File: config.mk
export PLATFORM = sky130hd
export DESIGN_NAME = shorted_cell_array_flat
export DESIGN_NICKNAME = d
export VERILOG_FILES = /design/src/rtl/shorted_cell_array_if.sv /design/src/rtl/shorted_cell_array.sv /design/src/flat_wrapper.sv
export SDC_FILE = /design/constraint.sdc
export NUM_CORES = 1
export LEC_CHECK = 0
export CORE_UTILIZATION = 56
export DETAILED_ROUTE_END_ITERATION = 16
export PLACE_DENSITY = 0.79
export SKIP_CTS_REPAIR_TIMING = 1
export SLEW_MARGIN = 10
export SYNTH_ARGS = -nofsm -noshare
export SYNTH_HDL_FRONTEND = slang
export SYNTH_HIERARCHICAL = 1
export SYNTH_SLANG_ARGS = --single-unit
File: constraint.sdc
create_clock -name clk -period 4.5 [get_ports clk]
set_clock_uncertainty 0.05 [all_clocks]
set_input_delay 1.125 -clock clk [delete_from_list [all_inputs] [get_ports clk]]
set_output_delay 1.125 -clock clk [all_outputs]
set_load 0.1 [all_outputs]
File: src/rtl/shorted_cell_array_if.sv
// Configuration request channel for shorted_cell_array: a valid/ready handshake carrying
// the target channel index and the requested coupling mode.
interface shorted_cell_array_if #(
    parameter int CH_W = 2
) ();
    logic            cfg_valid;
    logic            cfg_ready;
    logic [CH_W-1:0] cfg_ch;
    logic [1:0]      cfg_mode;

    modport master (output cfg_valid, output cfg_ch, output cfg_mode, input cfg_ready);
    modport slave  (input cfg_valid, input cfg_ch, input cfg_mode, output cfg_ready);
endinterface

File: src/rtl/shorted_cell_array.sv
// N_CH shorted ring-oscillator coupling cells.  The datapath is purely combinational; a
// clocked FSM switches each channel's mode through a bypass settle window.  A synchronised
// per-channel monitor flags phase lock.

module ro_buf_cell (
    input  logic a,
    output logic y
);
    assign y = a;
endmodule

module shorted_cell_array #(
    parameter int N_CH          = 4,
    parameter int SETTLE_CYCLES = 4,
    parameter int LOCK_CYCLES   = 16,
    parameter int CH_W          = (N_CH > 1) ? $clog2(N_CH) : 1,
    parameter int CNT_W         = $clog2(LOCK_CYCLES + 1)
) (
    input  logic                  clk,
    input  logic                  rst_n,
    input  logic [N_CH-1:0]       sin,
    input  logic [N_CH-1:0]       din,
    output logic [N_CH-1:0]       sout,
    output logic [N_CH-1:0]       dout,
    shorted_cell_array_if.slave   cfg,
    output logic [N_CH-1:0]       locked
);

    localparam int TW = (SETTLE_CYCLES > 1) ? $clog2(SETTLE_CYCLES) : 1;

    typedef enum logic [1:0] {IDLE, DRAIN, APPLY} state_t;
    typedef enum logic [1:0] {M_BYPASS, M_NAND, M_NOR, M_RSVD} mode_t;

    state_t          state_q, state_d;
    logic [TW-1:0]   timer_q;
    logic [CH_W-1:0] ch_q;
    mode_t           newmode_q;
    logic            in_range;
    logic            accept;
    logic            apply;
    logic [N_CH-1:0] sel_acc;
    logic [N_CH-1:0] sel_app;

    assign in_range = int'(cfg.cfg_ch) < N_CH;

    always_comb begin
        state_d       = state_q;
        cfg.cfg_ready = 1'b0;
        accept        = 1'b0;
        apply         = 1'b0;
        case (state_q)
            IDLE: begin
                cfg.cfg_ready = 1'b1;
                // Out-of-range requests are consumed by the handshake but start nothing.
                if (cfg.cfg_valid && in_range) begin
                    accept  = 1'b1;
                    state_d = DRAIN;
                end
            end
            DRAIN: begin
                if (timer_q == '0) begin
                    state_d = APPLY;
                end
            end
            APPLY: begin
                apply   = 1'b1;
                state_d = IDLE;
            end
            default: state_d = IDLE;
        endcase
    end

    always_ff @(posedge clk or negedge rst_n) begin
        if (!rst_n) begin
            state_q   <= IDLE;
            timer_q   <= '0;
            ch_q      <= '0;
            newmode_q <= M_BYPASS;
        end else begin
            state_q <= state_d;
            if (accept) begin
                ch_q      <= cfg.cfg_ch;
                newmode_q <= mode_t'(cfg.cfg_mode);
                timer_q   <= TW'(SETTLE_CYCLES - 1);
            end else if (state_q == DRAIN && timer_q != '0) begin
                timer_q <= timer_q - 1'b1;
            end
        end
    end

    always_comb begin
        sel_acc = '0;
        sel_app = '0;
        for (int unsigned i = 0; i < N_CH; i++) begin
            sel_acc[i] = accept && (cfg.cfg_ch == CH_W'(i));
            sel_app[i] = apply && (ch_q == CH_W'(i));
        end
    end

    for (genvar g = 0; g < N_CH; g++) begin : g_ch
        mode_t            mode_r;
        logic             s1, s2, d1, d2;
        logic [CNT_W-1:0] cnt;
        logic             lk;
        logic             coupled;
        logic             so_raw, do_raw;

        always_ff @(posedge clk or negedge rst_n) begin
            if (!rst_n) begin
                mode_r <= M_BYPASS;
            end else if (sel_acc[g]) begin
                mode_r <= M_BYPASS;
            end else if (sel_app[g]) begin
                mode_r <= newmode_q;
            end
        end

        always_ff @(posedge clk or negedge rst_n) begin
            if (!rst_n) begin
                s1 <= 1'b0;
                s2 <= 1'b0;
                d1 <= 1'b0;
                d2 <= 1'b0;
            end else begin
                s1 <= sin[g];
                s2 <= s1;
                d1 <= din[g];
                d2 <= d1;
            end
        end

        assign coupled = (mode_r == M_NAND) || (mode_r == M_NOR);

        // Lock asserts on the same edge the counter saturates.
        always_ff @(posedge clk or negedge rst_n) begin
            if (!rst_n) begin
                cnt <= '0;
                lk  <= 1'b0;
            end else if (!coupled || sel_app[g] || (s2 != d2)) begin
                cnt <= '0;
                lk  <= 1'b0;
            end else if (cnt != CNT_W'(LOCK_CYCLES)) begin
                cnt <= cnt + 1'b1;
                lk  <= (cnt == CNT_W'(LOCK_CYCLES - 1));
            end
        end

        assign locked[g] = lk;

        always_comb begin
            so_raw = ~sin[g];
            do_raw = ~din[g];
            case (mode_r)
                M_NAND: begin
                    so_raw = ~(sin[g] & din[g]);
                    do_raw = ~(sin[g] & din[g]);
                end
                M_NOR: begin
                    so_raw = ~(sin[g] | din[g]);
                    do_raw = ~(sin[g] | din[g]);
                end
                default: ;
            endcase
        end

        ro_buf_cell u_sbuf (.a(so_raw), .y(sout[g]));
        ro_buf_cell u_dbuf (.a(do_raw), .y(dout[g]));
    end

endmodule

File: src/flat_wrapper.sv
// flat-port wrapper written by rule: the top's interface ports become plain ports
module shorted_cell_array_flat 
#(
    parameter int N_CH          = 4,
    parameter int SETTLE_CYCLES = 4,
    parameter int LOCK_CYCLES   = 16,
    parameter int CH_W          = (N_CH > 1) ? $clog2(N_CH) : 1,
    parameter int CNT_W         = $clog2(LOCK_CYCLES + 1)
)
  (clk, rst_n, sin, din, sout, dout, locked, cfg_cfg_valid, cfg_cfg_ch, cfg_cfg_mode, cfg_cfg_ready);
  shorted_cell_array_if #(.CH_W(CH_W)) cfg_i ();
  input  logic clk;
  input  logic rst_n;
  input  logic [N_CH-1:0] sin;
  input  logic [N_CH-1:0] din;
  output logic [N_CH-1:0] sout;
  output logic [N_CH-1:0] dout;
  output logic [N_CH-1:0] locked;
  input wire logic [$bits(cfg_i.cfg_valid)-1:0] cfg_cfg_valid;
  input wire logic [$bits(cfg_i.cfg_ch)-1:0] cfg_cfg_ch;
  input wire logic [$bits(cfg_i.cfg_mode)-1:0] cfg_cfg_mode;
  output wire logic [$bits(cfg_i.cfg_ready)-1:0] cfg_cfg_ready;
  assign cfg_i.cfg_valid = cfg_cfg_valid;
  assign cfg_i.cfg_ch = cfg_cfg_ch;
  assign cfg_i.cfg_mode = cfg_cfg_mode;
  assign cfg_cfg_ready = cfg_i.cfg_ready;
  shorted_cell_array #(.N_CH(N_CH), .SETTLE_CYCLES(SETTLE_CYCLES), .LOCK_CYCLES(LOCK_CYCLES), .CH_W(CH_W), .CNT_W(CNT_W)) u_core (.clk(clk), .rst_n(rst_n), .sin(sin), .din(din), .sout(sout), .dout(dout), .cfg(cfg_i), .locked(locked));
endmodule
==> results.sh, run 1 <==
export IMPL_detail_route_first_pass_iterations=4
export IMPL_yosysUniqueCellTypes=34
export IMPL_maxSlewViolCount=0
export IMPL_drt_iter0_markers=69
export IMPL_finalPower_uw=1816
export IMPL_fin_ws_ps=1122
export IMPL_maxCapViolCount=0
export IMPL_post_drt_wl_per_cell_um=12.22
export IMPL_ys_warn_count=6
export IMPL_wl_um=4167
export IMPL_ys_ff_latch=56
export IMPL_syn_cell_area_um2=2811
export IMPL_critPathTopFamily="buffers and inverters"
export IMPL_min_period_ps=3378
export IMPL_worst_slew_pin_slew_ps=1201
export IMPL_core_um2=4786
export IMPL_hold_path_class="flop to flop"
export IMPL_cts_buffers_inserted=5
export IMPL_grt_max_degree=31
export IMPL_die_w_um=72.86
export IMPL_min_from="u_core/g_ch[0].d1"
export IMPL_cts_buffer_depth=2
export IMPL_htreeDepth=2
export IMPL_root_buffer="clkbuf_8"
export IMPL_netlist_area_leader_share_pct=49.84
export IMPL_fmax_mhz=296.1
export IMPL_synth_edf_count=0
export IMPL_start_util_pct=58.75
export IMPL_power_density_nw_per_um2=583.9
export IMPL_critPathMaxStageDelay_ps=510
export IMPL_ys_seq_area_share_pct=49.84
export IMPL_synth_common_cells="56 x dfrtp_1, 34 x inv_1, 29 x nor2_1, 21 x ha_1, 16 x mux2i_1"
export IMPL_worstSetupStartpointType="primary input"
export IMPL_clk_latency_ps=300
export IMPL_grt_overflow=0
export IMPL_io_pins=28
export IMPL_crit_start="din[1]"
export IMPL_layout_drive_gt1_share_pct=9.854
export IMPL_drcViolationCount=0
export IMPL_async_reset_ff_share_pct=100.0
export IMPL_worstPathArrival_ps=2200
export IMPL_cts_tree="done"
export IMPL_antenna_left=0
export IMPL_place_ws_ps=1124
export IMPL_rrSetupSlack_ps=2420
export IMPL_status="completed"
export IMPL_grt_pass1_wl_um=7162
export IMPL_setup_violations=0
export IMPL_std_cell_rows=25
export IMPL_slowest_stage="clkdlybuf4s50_1"
export IMPL_grt_setup_unrepaired="no"
export IMPL_leakage_uw=0.001388
export IMPL_crit_fanout=4
export IMPL_hpwl_um=3032
export IMPL_critPathBufInv=3
export IMPL_syn_num_nets=295
export IMPL_cp_required_ps=3320
export IMPL_finish_utilization_pct=64.99
export IMPL_track_usage_pct=17.81
export IMPL_cp_end_kind="output port"
export IMPL_dieArea_um2=5308
export IMPL_hold_viol=0
export IMPL_area_delta_synth_final_pct=10.64
export IMPL_timing_slew_headroom_pct=18.82
export IMPL_ir_drop_v=0.0004447
export IMPL_place_congestion=0.7255
export IMPL_setup_tns_ps=0
export IMPL_antenna_found_initial=0
export IMPL_synth_top_cell_by_area="dfrtp_1"
export IMPL_ys_flop_type="dfrtp_1"
export IMPL_avgSynthCellArea_um2=10.86
export IMPL_clk_pin_slew_worst_paths_ps=80
export IMPL_clock_sinks=56
export IMPL_syn_inst=259
export IMPL_portBuffers=27
export IMPL_synthTopCellsByArea="dfrtp_1 50%, ha_1 9.3%, mux2i_1 5.7%, inv_1 4.5%, nor2_1 3.9%"
export IMPL_critPathKind="primary input to output port"
export IMPL_vias=1741
export IMPL_vias_per_cell=5.106
export IMPL_die_h_um=72.86
export IMPL_crit_chain="clkdlybuf4s50_1 > inv_1 > a21oi_1 > o22ai_1 > buf_4"
export IMPL_finalCritPeriodShare_pct=75.06
export IMPL_fin_nets=309
export IMPL_antenna_cells=0
export IMPL_synth_most_common_cell="dfrtp_1"
export IMPL_grt_pass1_vias=1662
export IMPL_r2r_start="u_core/g_ch[2].cnt[0]"
## sequential cells by signal, summed over array words and instances (netlist names)
name / count
u_core/state_q: 2
u_core/g_ch.d2: 4
u_core/g_ch.lk: 4
u_core/g_ch.s2: 4
u_core/newmode_q: 2
u_core/g_ch.s1: 4
u_core/g_ch.cnt: 20
u_core/timer_q: 2
u_core/g_ch.mode_r: 8
u_core/ch_q: 2
u_core/g_ch.d1: 4
## worst paths after layout
path / end / depth (start not counted)
setup / recovery: dout[1] / 5
min in group asynchronous: u_core/g_ch[0].cnt[3] / 1
hold / removal: u_core/g_ch[0].d2 / 0
hold reg to reg: u_core/g_ch[0].d2 / 0
max in group asynchronous: u_core/g_ch[3].s1 / 2
setup reg to reg: u_core/g_ch[2].cnt[1] / 5
## cell type report
cell class                 count  area [um^2]
multi-input combinational    148         1151
timing repair buffer          28        252.7
inverter                      34        127.6
clock buffer                   7        86.33
tap                           67        83.83
clock inverter                 1        7.507
sequential                    56         1401
fill                         387         1675
## stage by stage
| stage | std cells | hold WS [ps] | area, um^2 |
|---|---|---|---|
| 2_1_floorplan | 259 | 281.2 | 2811 |
| 3_3_place_gp | 333 | 282.5 | 3017 |
| 3_5_place_dp | 333 | 284.7 | 3017 |
| 4_1_cts | 341 | 306.7 | 3110 |
| 5_1_grt | 341 | 307.9 | 3110 |
| 6_report | 341 | 304.9 | 3110 |
## power by group
| part | leakage (uW) | total (uW) | internal, uW | switching, uW |
|---|---|---|---|---|
| Combinational | 0.000625 | 844 | 274 | 570 |
| Sequential | 0.000719 | 693 | 594 | 99.0 |
| Clock | 0.0000445 | 279 | 125 | 154 |
| Total | 0.00139 | 1820 | 994 | 823 |
## per-layer routing
metal  vias up  track usage [%]  wire length (um)
met5         -                0                 0
met3         6            4.144               100
met2        20            29.60              2001
met4         0            6.536                61
met1       849            22.81              2004
li1        866                -                 -
## cell usage in the layout, fill, tap and decap left out, types with 2 or more instances in the layout
cell type        count
a21oi_1             14
a2bb2oi_1            2
a31oi_1              2
and3_1               4
buf_4                9
clkbuf_8             6
clkdlybuf4s50_1     18
dfrtp_1             56
ha_1                21
inv_1               34
mux2_2               5
mux2i_1             16
nand3_1              4
nor2_1              29
nor2b_1              5
nor3_1               2
nor3_2               2
nor4bb_1             4
o22ai_1              8
or3_1                3
xnor2_1              9
xor2_1               7
## cells by family after synthesis
group	count (synthesis)	share of synthesized area [%]
AOI/OAI and AO/OA	27	5.652
xor gates and xnor gates	16	4.985
adders and majority gates	21	9.346
buffers and inverters	55	9.212
DFF	56	49.84
muxes	21	7.699
and+or+nand+nor	63	13.26
Note: power is estimated with default switching activity, not from simulation.
==> inputs of run 2 (changes only) <==
==> constraint.sdc (replaced) <==
create_clock -name clk -period 3.4 [get_ports clk]
set_clock_uncertainty 0.05 [all_clocks]
set_input_delay 0.85 -clock clk [delete_from_list [all_inputs] [get_ports clk]]
set_output_delay 0.85 -clock clk [all_outputs]
set_load 0.1 [all_outputs]
==> results.sh, run 2 (synthesized netlist as in run 1, its figures left out) <==
export IMPL_leakage_uw=0.001452
export IMPL_antenna_cells=0
export IMPL_die_h_um=72.86
export IMPL_cts_buffers_inserted=5
export IMPL_maxCapViolCount=0
export IMPL_grt_overflow=0
export IMPL_post_drt_wl_per_cell_um=12.99
export IMPL_worstPathArrival_ps=1910
export IMPL_htreeDepth=2
export IMPL_grt_busiest_layer="met2"
export IMPL_largestRegisters="u_core/g_ch.cnt x20, u_core/g_ch.mode_r x8"
export IMPL_final_common_cell="dfrtp_1"
export IMPL_cts_tree="done"
export IMPL_setup_violations=0
export IMPL_cp_end_kind="output port"
export IMPL_clk_pin_slew_worst_paths_ps=90
export IMPL_worstSetupStartpointType="primary input"
export IMPL_root_buffer="clkbuf_8"
export IMPL_io_pins=28
export IMPL_vias=1769
export IMPL_die_w_um=72.86
export IMPL_worst_slew_pin_slew_ps=1181
export IMPL_std_cell_rows=25
export IMPL_met3_usage_pct=4.144
export IMPL_grt_pass1_vias=1864
export IMPL_grt_setup_unrepaired="no"
export IMPL_dieArea_um2=5308
export IMPL_cp_required_ps=2500
export IMPL_maxSlewViolCount=0
export IMPL_largest_register_ffs=20
export IMPL_met1_usage_pct=24.59
export IMPL_hpwl_um=3231
export IMPL_hold_viol=0
export IMPL_drt_iter0_markers=79
export IMPL_top_register="u_core/g_ch.cnt"
export IMPL_hold_path_class="flop to flop"
export IMPL_finalCritPeriodShare_pct=82.74
export IMPL_status="completed"
export IMPL_critPathKind="primary input to output port"
export IMPL_wl_um=4431
export IMPL_finish_utilization_pct=67.50
export IMPL_grt_max_degree=39
export IMPL_core_um2=4786
export IMPL_timing_slew_headroom_pct=20.20
export IMPL_setup_tns_ps=0
export IMPL_vias_per_cell=5.188
export IMPL_fmax_mhz=355.5
export IMPL_antenna_left=0
export IMPL_drcViolationCount=0
export IMPL_clk_latency_ps=300
export IMPL_cts_buffer_depth=2
export IMPL_grt_pass1_wl_um=7852
export IMPL_final_cell_mix="56 x dfrtp_1, 34 x inv_1, 29 x nor2_1"
export IMPL_power_density_nw_per_um2=827.7
export IMPL_fin_nets=309
export IMPL_area_delta_synth_final_pct=14.91
export IMPL_track_usage_pct=19.41
export IMPL_layout_drive_gt1_share_pct=12.04
export IMPL_start_util_pct=58.75
export IMPL_crit_fanout=4
export IMPL_clock_sinks=56
export IMPL_antenna_found_initial=0
export IMPL_ir_drop_v=0.0008607
export IMPL_portBuffers=27
export IMPL_use_met2_pct=33.33
export IMPL_detail_route_first_pass_iterations=4
export IMPL_place_congestion=0.7078
export IMPL_min_period_ps=2813
==> run 2: cell count changes in the layout (fill, tap and decap cells not counted), sizes merged <==
cell / before / now
buf: 10 / 15
clkdlybuf4s50: 18 / 13
bufinv: 0 / 1
clkinvlp: 1 / 0
==> run 2: path summary, 6_finish.rpt <==
path                                  startpoint                    end  slack [ps]  depth (start not counted)
min in group asynchronous                  rst_n  u_core/g_ch[0].cnt[4]         410                          1
setup reg to reg           u_core/g_ch[2].cnt[0]  u_core/g_ch[2].cnt[1]        1330                          5
hold reg to reg                u_core/g_ch[3].s1      u_core/g_ch[3].s2         310                          0
setup / recovery                          sin[1]                sout[1]         590                          5
max in group asynchronous                  rst_n  u_core/g_ch[1].cnt[3]        2060                          2
hold / removal                 u_core/g_ch[3].s1      u_core/g_ch[3].s2         310                          0
==> run 2: layer usage <==
metal	up-vias	wire length [um]
li1	871	-
met1	878	1997
met2	18	2288
met3	2	104
met4	0	40
met5	-	0
==> run 2: area by class of cell <==
class / instances / area (um^2)
multi-input combinational: 148 / 1151
clock inverter: 1 / 30.03
timing repair buffer: 28 / 340.3
clock buffer: 7 / 96.34
tap: 67 / 83.83
inverter: 34 / 127.6
fill: 376 / 1555
sequential: 56 / 1401
==> run 2: where the power goes <==
group          internal, uW  switching [uW]  leakage, uW
clock                   260             202    0.0000645
sequential              786             131     0.000719
combinational           496             798     0.000668
==> run 2: stage by stage <==
step / area [um^2] / total power, uW / hold slack, ps / worst slack (ps) / cells
2_1_floorplan: 2811 / 1891 / 281.2 / 738.7 / 259
3_3_place_gp: 3104 / 2183 / 281.7 / 610.2 / 333
3_5_place_dp: 3104 / 2227 / 287.8 / 587.6 / 333
4_1_cts: 3231 / 2701 / 309.6 / 587.0 / 341
5_1_grt: 3231 / 2814 / 312.4 / 505.0 / 341
6_report: 3231 / 2674 / 305.7 / 587.0 / 341
==> run 2: worst max-delay path, cell delays in order <==
cell and delay, ps:
clkdlybuf4s50_1 460, inv_1 80, a21oi_1 60, o22ai_1 240, buf_12 210
